[src/rtl/mult_div_unit.sv]
// Multicycle signed multiply (radix-2 Booth) / divide (restoring, on magnitudes)
// engine producing the HI/LO register values for mult and div instructions.
module mult_div_unit #(
  parameter int WIDTH = 32
) (
  input  logic             clk,
  input  logic             reset,
  input  logic             start,
  input  logic             op,
  input  logic [WIDTH-1:0] a_in,
  input  logic [WIDTH-1:0] b_in,
  output logic             busy,
  output logic             done,
  output logic             div_zero,
  output logic [WIDTH-1:0] hi_out,
  output logic [WIDTH-1:0] lo_out
);

  localparam logic [1:0] S_IDLE = 2'd0;
  localparam logic [1:0] S_MULT = 2'd1;
  localparam logic [1:0] S_DIV  = 2'd2;
  localparam logic [1:0] S_DONE = 2'd3;
  localparam int CW = $clog2(WIDTH + 1);

  logic [1:0]         state;
  logic [CW-1:0]      cnt;
  logic [WIDTH:0]     mcand;
  // Booth accumulator {hi, lo, q-1}; hi carries one guard bit so that
  // subtracting a most-negative multiplicand cannot overflow.
  logic [2*WIDTH+1:0] acc;
  logic [WIDTH-1:0]   dvs;
  logic [WIDTH-1:0]   rem;
  logic [WIDTH-1:0]   quo;
  logic               neg_q;
  logic               neg_r;

  logic [WIDTH:0]     booth_hi;
  logic [2*WIDTH+1:0] acc_nxt;
  logic [WIDTH:0]     rem_sh;
  logic [WIDTH-1:0]   rem_sub;
  logic [WIDTH-1:0]   rem_nxt;
  logic [WIDTH-1:0]   quo_nxt;
  logic [WIDTH-1:0]   a_mag;
  logic [WIDTH-1:0]   b_mag;
  logic               last_iter;

  always_comb begin
    booth_hi = acc[2*WIDTH+1:WIDTH+1];
    case (acc[1:0])
      2'b01:   booth_hi = booth_hi + mcand;
      2'b10:   booth_hi = booth_hi - mcand;
      default: booth_hi = acc[2*WIDTH+1:WIDTH+1];
    endcase
    acc_nxt = {booth_hi[WIDTH], booth_hi, acc[WIDTH:1]};
  end

  always_comb begin
    rem_sh  = {rem, quo[WIDTH-1]};
    rem_sub = rem_sh[WIDTH-1:0] - dvs;
    if (rem_sh >= {1'b0, dvs}) begin
      rem_nxt = rem_sub;
      quo_nxt = {quo[WIDTH-2:0], 1'b1};
    end else begin
      rem_nxt = rem_sh[WIDTH-1:0];
      quo_nxt = {quo[WIDTH-2:0], 1'b0};
    end
  end

  // Unsigned magnitudes; |-2^(W-1)| = 2^(W-1) is representable unsigned.
  always_comb begin
    a_mag = a_in[WIDTH-1] ? (WIDTH'(0) - a_in) : a_in;
    b_mag = b_in[WIDTH-1] ? (WIDTH'(0) - b_in) : b_in;
  end

  assign last_iter = (cnt == CW'(1));

  always_ff @(posedge clk) begin
    if (!reset) begin
      state    <= S_IDLE;
      cnt      <= '0;
      mcand    <= '0;
      acc      <= '0;
      dvs      <= '0;
      rem      <= '0;
      quo      <= '0;
      neg_q    <= 1'b0;
      neg_r    <= 1'b0;
      busy     <= 1'b0;
      done     <= 1'b0;
      div_zero <= 1'b0;
      hi_out   <= '0;
      lo_out   <= '0;
    end else begin
      case (state)
        S_IDLE: begin
          if (start) begin
            cnt <= CW'(WIDTH);
            if (!op) begin
              state <= S_MULT;
              busy  <= 1'b1;
              mcand <= {a_in[WIDTH-1], a_in};
              acc   <= {{(WIDTH+1){1'b0}}, b_in, 1'b0};
            end else if (b_in != '0) begin
              state <= S_DIV;
              busy  <= 1'b1;
              dvs   <= b_mag;
              quo   <= a_mag;
              rem   <= '0;
              neg_q <= a_in[WIDTH-1] ^ b_in[WIDTH-1];
              neg_r <= a_in[WIDTH-1];
            end else begin
              state    <= S_DONE;
              done     <= 1'b1;
              div_zero <= 1'b1;
            end
          end
        end
        S_MULT: begin
          acc <= acc_nxt;
          cnt <= cnt - CW'(1);
          if (last_iter) begin
            hi_out   <= acc_nxt[2*WIDTH:WIDTH+1];
            lo_out   <= acc_nxt[WIDTH:1];
            state    <= S_DONE;
            busy     <= 1'b0;
            done     <= 1'b1;
            div_zero <= 1'b0;
          end
        end
        S_DIV: begin
          rem <= rem_nxt;
          quo <= quo_nxt;
          cnt <= cnt - CW'(1);
          if (last_iter) begin
            lo_out   <= neg_q ? (WIDTH'(0) - quo_nxt) : quo_nxt;
            hi_out   <= neg_r ? (WIDTH'(0) - rem_nxt) : rem_nxt;
            state    <= S_DONE;
            busy     <= 1'b0;
            done     <= 1'b1;
            div_zero <= 1'b0;
          end
        end
        S_DONE: begin
          state    <= S_IDLE;
          done     <= 1'b0;
          div_zero <= 1'b0;
        end
        default: state <= S_IDLE;
      endcase
    end
  end

endmodule

[config.mk]
export PLATFORM = sky130hd
export DESIGN_NAME = mult_div_unit
export DESIGN_NICKNAME = d
export VERILOG_FILES = /design/src/rtl/mult_div_unit.sv
export SDC_FILE = /design/constraint.sdc
export NUM_CORES = 1
export LEC_CHECK = 0
export CORE_MARGIN = 3
export CORE_UTILIZATION = 30
export CTS_BUF_LIST = sky130_fd_sc_hd__clkbuf_16
export CTS_CLUSTER_DIAMETER = 120
export DETAILED_ROUTE_END_ITERATION = 12
export PLACE_DENSITY_LB_ADDON = 0.1
export SYNTH_ARGS = -nofsm -noshare
export SYNTH_HDL_FRONTEND = slang
export SYNTH_SLANG_ARGS = --single-unit
export TNS_END_PERCENT = 5
[constraint.sdc]
create_clock -name clk -period 10.2 [get_ports clk]
set_input_delay 1.53 -clock clk [delete_from_list [all_inputs] [get_ports clk]]
set_output_delay 1.53 -clock clk [all_outputs]
set_load 0.03 [all_outputs]
==> qor.csv <==
stage,metric,value,unit
clock_network,clock_latency,0.56,ns
global_route,antenna_found_initial,0,
route,wl_met3,3.33,mm
sta,hold_viol,0,
worst_setup_path,end_kind,flip-flop,
placement,buffer_ports.inserted,134,
sta,layout_min_cycle_time,5.73,ns
clock_network,clock-sinks,270,
sta,maxSlewHeadroom,19.6,%
floorplanning,dieArea,0.0650,sq mm
synth,ys_types,89,
sta,final_max_slew_viol_count,0,
min_path,hp-class,reg -> reg,
sta,holdWs,0.454,ns
synth,ys_seq_area_share,29.1,%
sta,fmax,174,MHz
placement,gp_congestion,0.855,
global_route,grt_pass1_vias,16700,
worst_setup_path,critical_path_class,reg -> reg,
clock_network,cts_root_buf,clkbuf_16,
clock_network,cts_hold_buf,0,
route,wl_per_cell,20.5,um
route,drc,0,
synth,yosysWarnings,0,
floorplanning,initial_utilization,30.6,%
clock_network,clk_pin_slew,0.06,ns
route,wl_met1,32.0,mm
synth,synth_top_area_cell,dfxtp_1,
synth,netlist_area,0.0186,sq mm
clock_network,cts_buffer_depth,3,
route,dr_total_vias,17800,
clock_network,cts_max_level,2,
route,wirelength,68.5,mm
route,avgViaCountPerCell,5.34,
pwr,total_power,5.12,mW
sta,worst_pin_slew,1.20,ns
route,first_iter_violations,1268,
worst_setup_path,worstPathArrival,6.17,ns
clock_network,cts_resized,0,
synth,netlist_instances,2503,
final_layout,areaGrowthSynthToFinish,15.9,%
worst_setup_path,cp_max_fo,46,
synth,synth_async_sr_flop_share,0,%
worst_setup_path,cp.required,10.64,ns
clock_network,cts_tree,yes,
clock_network,postCtsSetupBuffers,0,
floorplanning,die-width,255,um
placement,dp.cells,3275,
pwr,power_leakage,7.78,nW
job,drv_cap,0,
route,dr_wl_met2,31.4,mm
synth,synth-seq-cells,270,
clock_network,cts_buffers,37,
synth,syn-num-nets,2649,
global_route,grt_overflow,0,
sta,setup_viol,0,
synth,synth_edf_count,0,
synth,syn_area_per_cell,7.43,sq um
global_route,grt_max_degree,153,
placement,place_hpwl,51.3,mm
pwr,pwr_density_cell,238,mW/mm^2
sta,fin_tns_setup,0,ns
sta,grt_setup_unrepaired,false,
sta,finClkSkew,0.0250,ns
floorplanning,pin_count,135,
final_layout,final_layout_size_suffix_gt1_share,4.77,%
run_status,status,"complete, no violations",
synth,synthTopCellsByArea,"dfxtp_1 (29%), a21oi_1 (6.8%), nand2_1 (6.8%), nor2_1 (5.6%), ha_1 (5.1%)",
route,ant_nets,0,
global_route,grt_pass1_wl,103,mm
final_layout,n_fill_cell,6484,
final_layout,fin_cells,3339,
final_layout,fin_nets,2678,
route,firstDrtPassIters,5,
floorplanning,rows,90,
synth,synth_top_area_share,29.1,%
route,highest_layer,met4,
floorplanning,dieHeight,255,um
floorplanning,core_area,0.0608,sq mm
sta,min_period_over_period,56.2,%
worst_setup_path,startpoint_type,flip-flop,
pwr,ir_drop,0.0972,mV
final_layout,num_antenna_cells,0,
global_route,grt_use_total,20.5,%
synth,synth_ff_type,dfxtp_1,
-- power breakdown --
group	internal (mW)	total, mW	leakage (nW)	switching, mW
clock network	0.721	1.23	0.584	0.514
logic	0.890	2.54	5.01	1.65
registers	1.19	1.35	2.19	0.160
-- Yosys cell counts, types with 31 or more instances --
| cell type | instances |
|---|---|
| nand2_1 | 336 |
| nor2_1 | 277 |
| dfxtp_1 | 270 |
| a21oi_1 | 253 |
| o21ai_0 | 150 |
| clkbuf_1 | 125 |
| a211oi_1 | 109 |
| xnor2_1 | 105 |
| xor2_1 | 98 |
| inv_1 | 84 |
| ha_1 | 76 |
| mux2i_1 | 55 |
| nor3_1 | 55 |
| nand3_1 | 52 |
| o31ai_1 | 34 |
| a21o_1 | 31 |
-- critical path: stages (launching register included) --
cell and delay (ns):
dfxtp_1 0.38, ha_1 0.44, nand2_1 0.15, o21ai_0 0.71, nor3_2 0.11, a21oi_1 0.33, or2_1 0.15, buf_4 0.44
inv_2 0.21, buf_4 0.33, nand2_1 0.12, nand2_1 0.09, inv_1 0.07, ha_1 0.21, inv_1 0.07, nor3_1 0.40
nand4_1 0.20, o22ai_2 0.27, or3b_1 0.39, nor2_1 0.17, mux2i_1 0.11, o31a_1 0.28
-- stage by stage --
stage / util (%) / cell area (sq um) / worst slack, ns
CTS: 35.4 / 21500 / 4.55
finish: 35.4 / 21500 / 4.47
floorplan: - / 18600 / 5.51
global route: 35.4 / 21500 / 3.99
global placement: 33.6 / 20400 / 4.18
detailed placement: 33.6 / 20400 / 4.13
-- final timing paths --
check                       start  slack [ns]  cells past startpoint                      end
min           acc[0]$_SDFFE_PN0P_        0.45                      2      acc[0]$_SDFFE_PN0P_
min reg2reg   acc[0]$_SDFFE_PN0P_        0.45                      2      acc[0]$_SDFFE_PN0P_
max          rem[10]$_SDFFE_PN0P_        4.47                     21  hi_out[28]$_SDFFE_PN0P_
max reg2reg  rem[10]$_SDFFE_PN0P_        4.47                     21  hi_out[28]$_SDFFE_PN0P_
-- state kept, by name, indices dropped and copies added, names as in the netlist --
signal and cells:
cnt 6, state 2, quo 32, done 1
lo_out 32, acc 65, neg_q 1, mcand 32
rem 32, hi_out 32, busy 1, dvs 32
neg_r 1, div_zero 1
-- cell families (layout without fill, tap and decap cells) --
kind of cell | after synthesis | count (layout) | synth area share (%)
simple gates | 880 | 880 | 21.3
compound gates | 754 | 754 | 25.6
flops | 270 | 270 | 29.1
buf+inv | 251 | 305 | 5.50
xor+xnor | 203 | 203 | 9.57
fa+ha+maj | 78 | 78 | 5.33
mux | 67 | 67 | 3.70
-- cells in the final DEF (no fill, tap or decap), types with 24 or more instances in the layout --
| cell type | synthesis | layout |
|---|---|---|
| a211oi_1 | 109 | 109 |
| a21o_1 | 31 | 31 |
| a21oi_1 | 253 | 251 |
| a22oi_1 | 24 | 24 |
| a31oi_1 | 26 | 26 |
| clkbuf_16 | 0 | 38 |
| clkdlybuf4s50_1 | 0 | 134 |
| dfxtp_1 | 270 | 270 |
| ha_1 | 76 | 73 |
| inv_1 | 84 | 92 |
| mux2i_1 | 55 | 55 |
| nand2_1 | 336 | 336 |
| nand3_1 | 52 | 52 |
| nor2_1 | 277 | 275 |
| nor3_1 | 55 | 55 |
| o21ai_0 | 150 | 150 |
| o31ai_1 | 34 | 34 |
| xnor2_1 | 105 | 105 |
| xor2_1 | 98 | 98 |
-- area by class of cell --
class                   instances  area, sq um  share of cell area (%)
well taps                     782          978                    4.54
inverters                      87          334                    1.55
clock inverters                26          173                   0.802
multi-input cells            1982        12200                    56.7
flip-flops and latches        270         5410                    25.1
repair buffers                154         1490                    6.92
clock buffers                  38          951                    4.41
-- layer usage --
metal	track usage [%]	vias up
met2	33.7	412
met4	6.16	0
met3	2.85	80
li1	-	8973
met5	0	-
met1	28.0	8351
(Power assumes the default switching activity.)
